===== src/rtl/truth_table_sweeper_pkg.sv =====
// Shared definitions for the truth-table sweeper: FSM state encoding and
// the legal ranges of the sweep parameters.
package truth_table_pkg;

    typedef enum logic [1:0] {
        ST_IDLE = 2'd0,
        ST_RUN  = 2'd1,
        ST_FIN  = 2'd2
    } state_t;

    localparam int N_MIN     = 1;
    localparam int N_MAX     = 8;
    localparam int DWELL_MIN = 1;

endpackage


===== src/rtl/truth_table_sweeper_bin2gray.sv =====
// Binary to reflected-Gray-code mapping, used to order the sweep so that
// only one stimulus bit toggles between consecutive vectors.
module bin2gray #(
    parameter int W = 3
) (
    input  logic [W-1:0] bin_i,
    output logic [W-1:0] gray_o
);

    assign gray_o = bin_i ^ (bin_i >> 1);

endmodule


===== src/rtl/truth_table_sweeper.sv =====
// Drives every input vector of a small combinational unit, captures its
// response into a truth table and compares the table against a golden one.
module truth_table_sweeper
    import truth_table_pkg::*;
#(
    parameter int N     = 3,
    parameter int DWELL = 10,
    parameter int GRAY  = 0
) (
    input  logic                clk,
    input  logic                rst_n,
    input  logic                start,
    input  logic                f,
    input  logic [(1<<N)-1:0]   expected,
    output logic [N-1:0]        x,
    output logic [(1<<N)-1:0]   table_out,
    output logic                busy,
    output logic                done,
    output logic                mismatch,
    output logic [N-1:0]        first_bad
);

    localparam int TBL  = 1 << N;
    localparam int SW   = N + 1;
    localparam int DW_W = $clog2(DWELL) + 1;

    state_t          state_q;
    logic [SW-1:0]   step_q;
    logic [DW_W-1:0] dwell_q;
    logic [N-1:0]    x_q;
    logic [TBL-1:0]  table_q;
    logic            busy_q;
    logic            done_q;
    logic            mismatch_q;
    logic [N-1:0]    first_bad_q;

    logic [SW-1:0]   step_inc_s;
    logic [N-1:0]    gray_s;
    logic [N-1:0]    x_next_s;
    logic            dwell_end_s;
    logic            last_step_s;
    logic [TBL-1:0]  table_nxt_s;
    logic [TBL-1:0]  diff_s;
    logic [N-1:0]    first_bad_s;

    assign step_inc_s  = step_q + SW'(1);
    assign dwell_end_s = (dwell_q == DW_W'(DWELL - 1));
    assign last_step_s = (step_q == SW'(TBL - 1));

    bin2gray #(.W(N)) u_bin2gray (
        .bin_i  (step_inc_s[N-1:0]),
        .gray_o (gray_s)
    );

    // The Gray mapper stays instantiated; binary order simply ignores it.
    generate
        if (GRAY != 0) begin : g_gray
            assign x_next_s = gray_s;
        end else begin : g_bin
            assign x_next_s = step_inc_s[N-1:0];
        end
    endgenerate

    // Table as it will look after this cycle's sample, and its lowest differing index.
    always_comb begin
        table_nxt_s      = table_q;
        table_nxt_s[x_q] = f;
        diff_s           = table_nxt_s ^ expected;
        first_bad_s      = '0;
        for (int i = TBL - 1; i >= 0; i--) begin
            if (diff_s[i]) begin
                first_bad_s = N'(i);
            end else begin
                first_bad_s = first_bad_s;
            end
        end
    end

    // Sweep FSM with all outputs registered.
    always_ff @(posedge clk or negedge rst_n) begin
        if (!rst_n) begin
            state_q     <= ST_IDLE;
            step_q      <= '0;
            dwell_q     <= '0;
            x_q         <= '0;
            table_q     <= '0;
            busy_q      <= 1'b0;
            done_q      <= 1'b0;
            mismatch_q  <= 1'b0;
            first_bad_q <= '0;
        end else begin
            case (state_q)
                ST_IDLE: begin
                    done_q <= 1'b0;
                    x_q    <= '0;
                    if (start) begin
                        state_q     <= ST_RUN;
                        busy_q      <= 1'b1;
                        step_q      <= '0;
                        dwell_q     <= '0;
                        table_q     <= '0;
                        mismatch_q  <= 1'b0;
                        first_bad_q <= '0;
                    end else begin
                        state_q <= ST_IDLE;
                        busy_q  <= 1'b0;
                    end
                end
                ST_RUN: begin
                    if (dwell_end_s) begin
                        table_q <= table_nxt_s;
                        dwell_q <= '0;
                        if (last_step_s) begin
                            // expected is only looked at here, on the way into FIN.
                            state_q     <= ST_FIN;
                            busy_q      <= 1'b0;
                            done_q      <= 1'b1;
                            x_q         <= '0;
                            step_q      <= '0;
                            mismatch_q  <= |diff_s;
                            first_bad_q <= first_bad_s;
                        end else begin
                            step_q <= step_inc_s;
                            x_q    <= x_next_s;
                        end
                    end else begin
                        dwell_q <= dwell_q + DW_W'(1);
                    end
                end
                ST_FIN: begin
                    state_q <= ST_IDLE;
                    done_q  <= 1'b0;
                end
                default: begin
                    state_q <= ST_IDLE;
                    busy_q  <= 1'b0;
                    done_q  <= 1'b0;
                    x_q     <= '0;
                end
            endcase
        end
    end

    assign x         = x_q;
    assign table_out = table_q;
    assign busy      = busy_q;
    assign done      = done_q;
    assign mismatch  = mismatch_q;
    assign first_bad = first_bad_q;

endmodule


===== config.mk =====
export PLATFORM = sky130hd
export DESIGN_NAME = truth_table_sweeper
export DESIGN_NICKNAME = d
export VERILOG_FILES = /design/src/rtl/truth_table_sweeper_pkg.sv /design/src/rtl/truth_table_sweeper_bin2gray.sv /design/src/rtl/truth_table_sweeper.sv
export SDC_FILE = /design/constraint.sdc
export NUM_CORES = 1
export LEC_CHECK = 0
export CORE_ASPECT_RATIO = 0.8
export CORE_UTILIZATION = 35
export DETAILED_ROUTE_END_ITERATION = 6
export PLACE_DENSITY = 0.54
export SYNTH_ARGS = -nofsm -noshare
export SYNTH_HDL_FRONTEND = slang
export SYNTH_SLANG_ARGS = --single-unit

===== constraint.sdc =====
create_clock -name clk -period 5.7 [get_ports clk]
set_clock_uncertainty 0.1 [all_clocks]
set_input_delay 0.57 -clock clk [delete_from_list [all_inputs] [get_ports clk]]
set_output_delay 0.57 -clock clk [all_outputs]
set_load 0.01 [all_outputs]

Word level (Yosys, flattened, before mapping)
Index checks and enable logic that the tools add are counted.
Widths: inputs -> output; s select.
{"block": "classes", "add_sub_neg": 2, "n_lt_le_gt_ge": 2, "n_eq_ne": 7, "n_mux": 43, "bitwise": 2, "n_reduce_logical": 10}
{"op": "$mux 3", "n": 13}
{"op": "$mux 8", "n": 2}
{"op": "$pmux 8 s2", "n": 1}
{"op": "$mux 4", "n": 3}
{"op": "$pmux 3 s2", "n": 2}
{"op": "$mux 1", "n": 11}
{"op": "$mux 5", "n": 2}
{"op": "$pmux 5 s2", "n": 1}
{"op": "$bwmux 8", "n": 1}
{"op": "$pmux 4 s2", "n": 1}
{"op": "$reduce_or 8->1", "n": 1}
{"op": "$xor 8x8->8", "n": 1}
{"op": "$ne 2x2->1 const B", "n": 3}
{"op": "$reduce_and 2->1", "n": 3}
{"op": "$reduce_and 3->1", "n": 2}
{"op": "$add 5x1->5 const B", "n": 1}
{"op": "$eq 5x4->1 const B", "n": 1}
{"op": "$add 4x1->4 const B", "n": 1}
{"op": "$eq 4x3->1 const B", "n": 1}
{"op": "$lt 3x4->1 const B", "n": 1}
{"op": "$mux 2", "n": 2}
{"op": "$pmux 2 s2", "n": 1}
{"op": "$reduce_and 4->1", "n": 1}
{"op": "$demux 1 s3", "n": 1}
{"op": "other kinds (9)", "n": 9}
{"block": "word_totals", "register_bits": 28, "inputBits": 12, "output_inout_bits": 17, "elab_cells": 75}

Logic depth before layout (Yosys ltp)
{"block": "depth", "depth_word": 17, "ltp_mapped": 8, "depth_no_buf": 8}

Worst setup path after synthesis
No wires, ideal clock.
{"block": "synth_path", "kind": "reg2reg", "start": "reg x_q[1], in the netlist x[1]", "end": "reg mismatch_q, in the netlist mismatch", "arrival_ps": 1675, "required_time_ps": 5479, "path_slack_ps": 3804, "stages_incl_launch_ff": 8, "path_cell_list": "dfrtp_1 > buf_4 > nor3b_2 > mux2i_1 > xor2_1 > nand2_1 > nand4b_1 > a22o_1"}
{"block": "synth_between", "elab_chain_len": 10, "word_cells_on_any_way": 11, "cone_classes": "2 x order compare; 6 x mux; 1 x bitwise; 2 x reduce/logical"}
{"item": "from (decl)", "line": "truth_table_sweeper.sv:30", "text": "logic [N-1:0] x_q;"}
{"item": "from (signal assigned)", "line": "truth_table_sweeper.sv:124", "text": "x_q <= x_next_s;"}
{"item": "$lt 3x4->1 (implied by the code) / $ge 3x1->1 (equally long branches)", "line": "truth_table_sweeper.sv:67", "text": "table_nxt_s[x_q] = f;"}
{"item": "$logic_and 1x1->1 (implied by the code)", "line": "truth_table_sweeper.sv:67"}
{"item": "$mux 1 (implied by the code)", "line": "truth_table_sweeper.sv:67"}
{"item": "$demux 1 s3 (*)", "line": "truth_table_sweeper.sv:67"}
{"item": "$bwmux 8 (*)", "line": "truth_table_sweeper.sv:67"}
{"item": "$xor 8x8->8 (*)", "line": "truth_table_sweeper.sv:68", "text": "diff_s = table_nxt_s ^ expected;"}
{"item": "$reduce_or 8->1 (*)", "line": "truth_table_sweeper.sv:120", "text": "mismatch_q <= |diff_s;"}
{"item": "$mux 1 (*)", "line": "truth_table_sweeper.sv:113", "text": "if (last_step_s) begin"}
{"item": "$mux 1 (*)", "line": "truth_table_sweeper.sv:110", "text": "if (dwell_end_s) begin"}
{"item": "$pmux 1 s2 (*)", "line": "truth_table_sweeper.sv:92", "text": "case (state_q)"}
{"item": "to (signal assigned)", "line": "truth_table_sweeper.sv:120"}
{"item": "to (decl)", "line": "truth_table_sweeper.sv:34", "text": "logic mismatch_q;"}
Mark *: on every way between the ends. The rest lies on a longest branch, timed or not. The select of a mux whose other input is x is not followed.
A chain may end at the register's enable or synchronous reset.

Worst setup path after layout
{"block": "layout_path", "start": "in start", "end": "reg first_bad_q[0], in the netlist first_bad[0]"}
{"block": "layout_between", "elab_chain_len": 2}
{"item": "from (decl)", "line": "truth_table_sweeper.sv:12", "text": "input logic start,"}
{"item": "$ne 2x2->1 (no source line)"}
{"item": "$reduce_and 4->1 (no source line)"}
{"item": "to (signal assigned)", "line": "truth_table_sweeper.sv:121", "text": "first_bad_q <= first_bad_s;"}
{"item": "to (decl)", "line": "truth_table_sweeper.sv:35", "text": "logic [N-1:0] first_bad_q;"}
No other way between the ends.

==> run metrics <==
outcome complete, no violations; vias in the first global route 1246; final cell count without fillers approximately 240; Syn Area/Cell between 9 and 10 sq um; Area Overhead vs Synth 23.7%; core area between 4000 and 5000 sq um; Die ar. 4720 sq um; RSZ-0062 raised after global routing false; reg2reg start dwell_q[1]; yosys warns 0; fin. max-slew vios 0; Worst Path Max Fanout 15; Worst Max-Slew Pin Slew just over 0.6 ns; post-cts sizing count 0; gr usage total 17.2%; Lkg Pwr 0.000872 uW; cell area after synthesis 1560 sq um; Startpoint Class input pin; number of buffers created by CTS 3; die height slightly above 60 um; setup repair bufs after CTS 0; grt total ovfl 0; DR iter-0 viols 92; # nets final 203; routed vias/inst 5.18; MaxCap Viol Count 0; num rows 21; PortBufs 28; Ant. Diodes 0; boundary pin count 29; Worst Path Arrival 2.48 ns; # DRC 0; clock root cell clkbuf_8; Setup CP Type in2reg; initial antenna violation count 0; synthesized netlist cell count 159; CP required 5.79 ns; clk slew on worst S/H paths 0.09 ns; Initial DRT Pass Iterations 4; Seq/Total Area, Yosys a little over two fifths; commonest non-fill, non-tap cell in the layout clkdlybuf4s50_1; fin util 45.5%; DP HPWL 2650 um; Slew Limit Headroom 59.2%; top sig layer met4; Wirelength per Cell 14.7 um; die width 76.5 um; Final period util 42.0%; max frequency roughly 420 MHz; hold_sp first_bad[2]; layout cells sized above 1 6.95%; met2 wire len approximately 1500 um; Routed WL 3590 um; first-pass GRT wire length between 6000 and 7000 um; CTS H-Tree Depth 1; reg2reg path depth 8; hold_buf cts 0; routed metal-1 wirelength 1910 um; largest net degree at the start of global routing 28; Hold Path End first_bad[2]; CTS tree built; vias post-DR 1265; Worst Hold Class reg2reg; Max IR drop VDD around 140 uV; reg2reg setup slack roughly 3.4 ns; Setup crit end kind flop; Clock Path Buffers 2; Initial Utilization 36.8%; most frequent cells in the layout clkdlybuf4s50_1, dfrtp_1, o21ai_0, nand2_1; CTS Sinks 27; later-pin clock latency in the skew report ~0.27 ns; synthesized flop and latch total 27; Syn Nets around 170; GPL Wtd Cong a little under 0.8; Inst Count DP 240; Final ANT Viol Nets 0; Setup TNS Final 0 ns; Final setup viols 0; Final Hold Fails 0; reg-to-reg endpoint first_bad[0]; cell area power density 221 nW/um^2; Hold Crit Depth 1; Cell variety after synth 41; met3 WL post-DR 144 um; minimum clock period 2.39 ns
-- power by group --
group	internal, uW	switching, uW	total, uW	leakage, uW
registers	206	19.7	226	0.000354
logic	43.7	44.3	88.0	0.000495
clock network	50.1	60.5	111	0.0000228
-- cells in the mapped netlist (all sizes together) --
cell type / instances / area [sq um]
a32o: 1 / 10.0
and4bb: 1 / 12.5
nand4b: 1 / 8.76
a31oi: 1 / 6.26
nand4: 1 / 6.26
nand3b: 4 / 55.1
or3: 2 / 12.5
nor2b: 1 / 6.26
a22o: 4 / 35.0
nor3b: 3 / 37.5
nor2: 10 / 40.0
clkbuf: 1 / 3.75
nand3: 6 / 30.0
nand4bb: 1 / 11.3
xor2: 4 / 35.0
mux2i: 9 / 90.1
and3: 1 / 6.26
o22ai: 3 / 18.8
nand2b: 2 / 12.5
a21o: 2 / 15.0
buf: 4 / 31.3
ha: 3 / 37.5
nor3: 4 / 30.0
o31ai: 1 / 7.51
a21boi: 1 / 7.51
and2b: 1 / 7.51
a21oi: 5 / 25.0
nand2: 13 / 48.8
o21ai: 24 / 120
o41ai: 1 / 8.76
a22oi: 1 / 7.51
dfrtp: 27 / 676
a2111oi: 1 / 8.76
inv: 9 / 33.8
xnor2: 6 / 52.6
-- worst max-delay path: stages --
cell             delay (ns)
clkdlybuf4s50_1        0.42
o21ai_0                0.50
nand2b_1               0.52
nand2b_1               0.27
a22oi_1                0.11
o31ai_1                0.08
-- final cells by class --
| cell class | instances | area [sq um] |
|---|---|---|
| Sequential cell | 27 | 676 |
| Timing Repair Buffer | 29 | 288 |
| Inverter | 9 | 33.8 |
| Clock buffer | 4 | 45.0 |
| Tap cell | 57 | 71.3 |
| Multi-Input combinational cell | 118 | 811 |
| Fill cell | 410 | 2310 |
-- metal layers --
metal | vias up | global-route usage [%]
met5 | - | 0
met4 | 0 | 3.30
met3 | 5 | 3.70
met2 | 27 | 25.7
met1 | 604 | 25.7
li1 | 629 | -
-- registers in the layout (all words and copies together), names as in the netlist --
signal	cells
dwell_q	5
done	1
x	3
state_q	1
mismatch	1
table_out	8
busy	1
step_q	4
first_bad	3
-- worst max path at each step --
stage / from / end / slack (ns) / depth (start not counted)
2_1_floorplan: x[1] / mismatch / 3.80 / 7
3_3_place_gp: start / first_bad[0] / 3.06 / 6
3_5_place_dp: start / first_bad[0] / 3.01 / 6
4_1_cts: start / first_bad[0] / 3.29 / 6
5_1_grt: start / first_bad[0] / 3.12 / 6
6_report: start / first_bad[0] / 3.31 / 6
-- metrics by stage --
step	cell area [sq um]	setup WS [ns]	power [uW]	hold slack (ns)
6_report	1920	3.31	424	0.410
4_1_cts	1920	3.29	428	0.414
3_3_place_gp	1880	3.06	314	0.384
5_1_grt	1920	3.12	449	0.445
2_1_floorplan	1560	3.80	279	0.174
3_5_place_dp	1880	3.01	318	0.381
-- kinds of logic after synthesis --
kind of cell               Yosys count  synth area share [%]
and+or+nand+nor                     51                  20.9
AOI/OAI and AO/OA                   45                  17.4
DFF                                 27                  43.4
buffers and inverters               14                  4.42
xor gates and xnor gates            10                  5.63
muxes                                9                  5.79
adders and majority gates            3                  2.41
(Power assumes the default switching activity.)
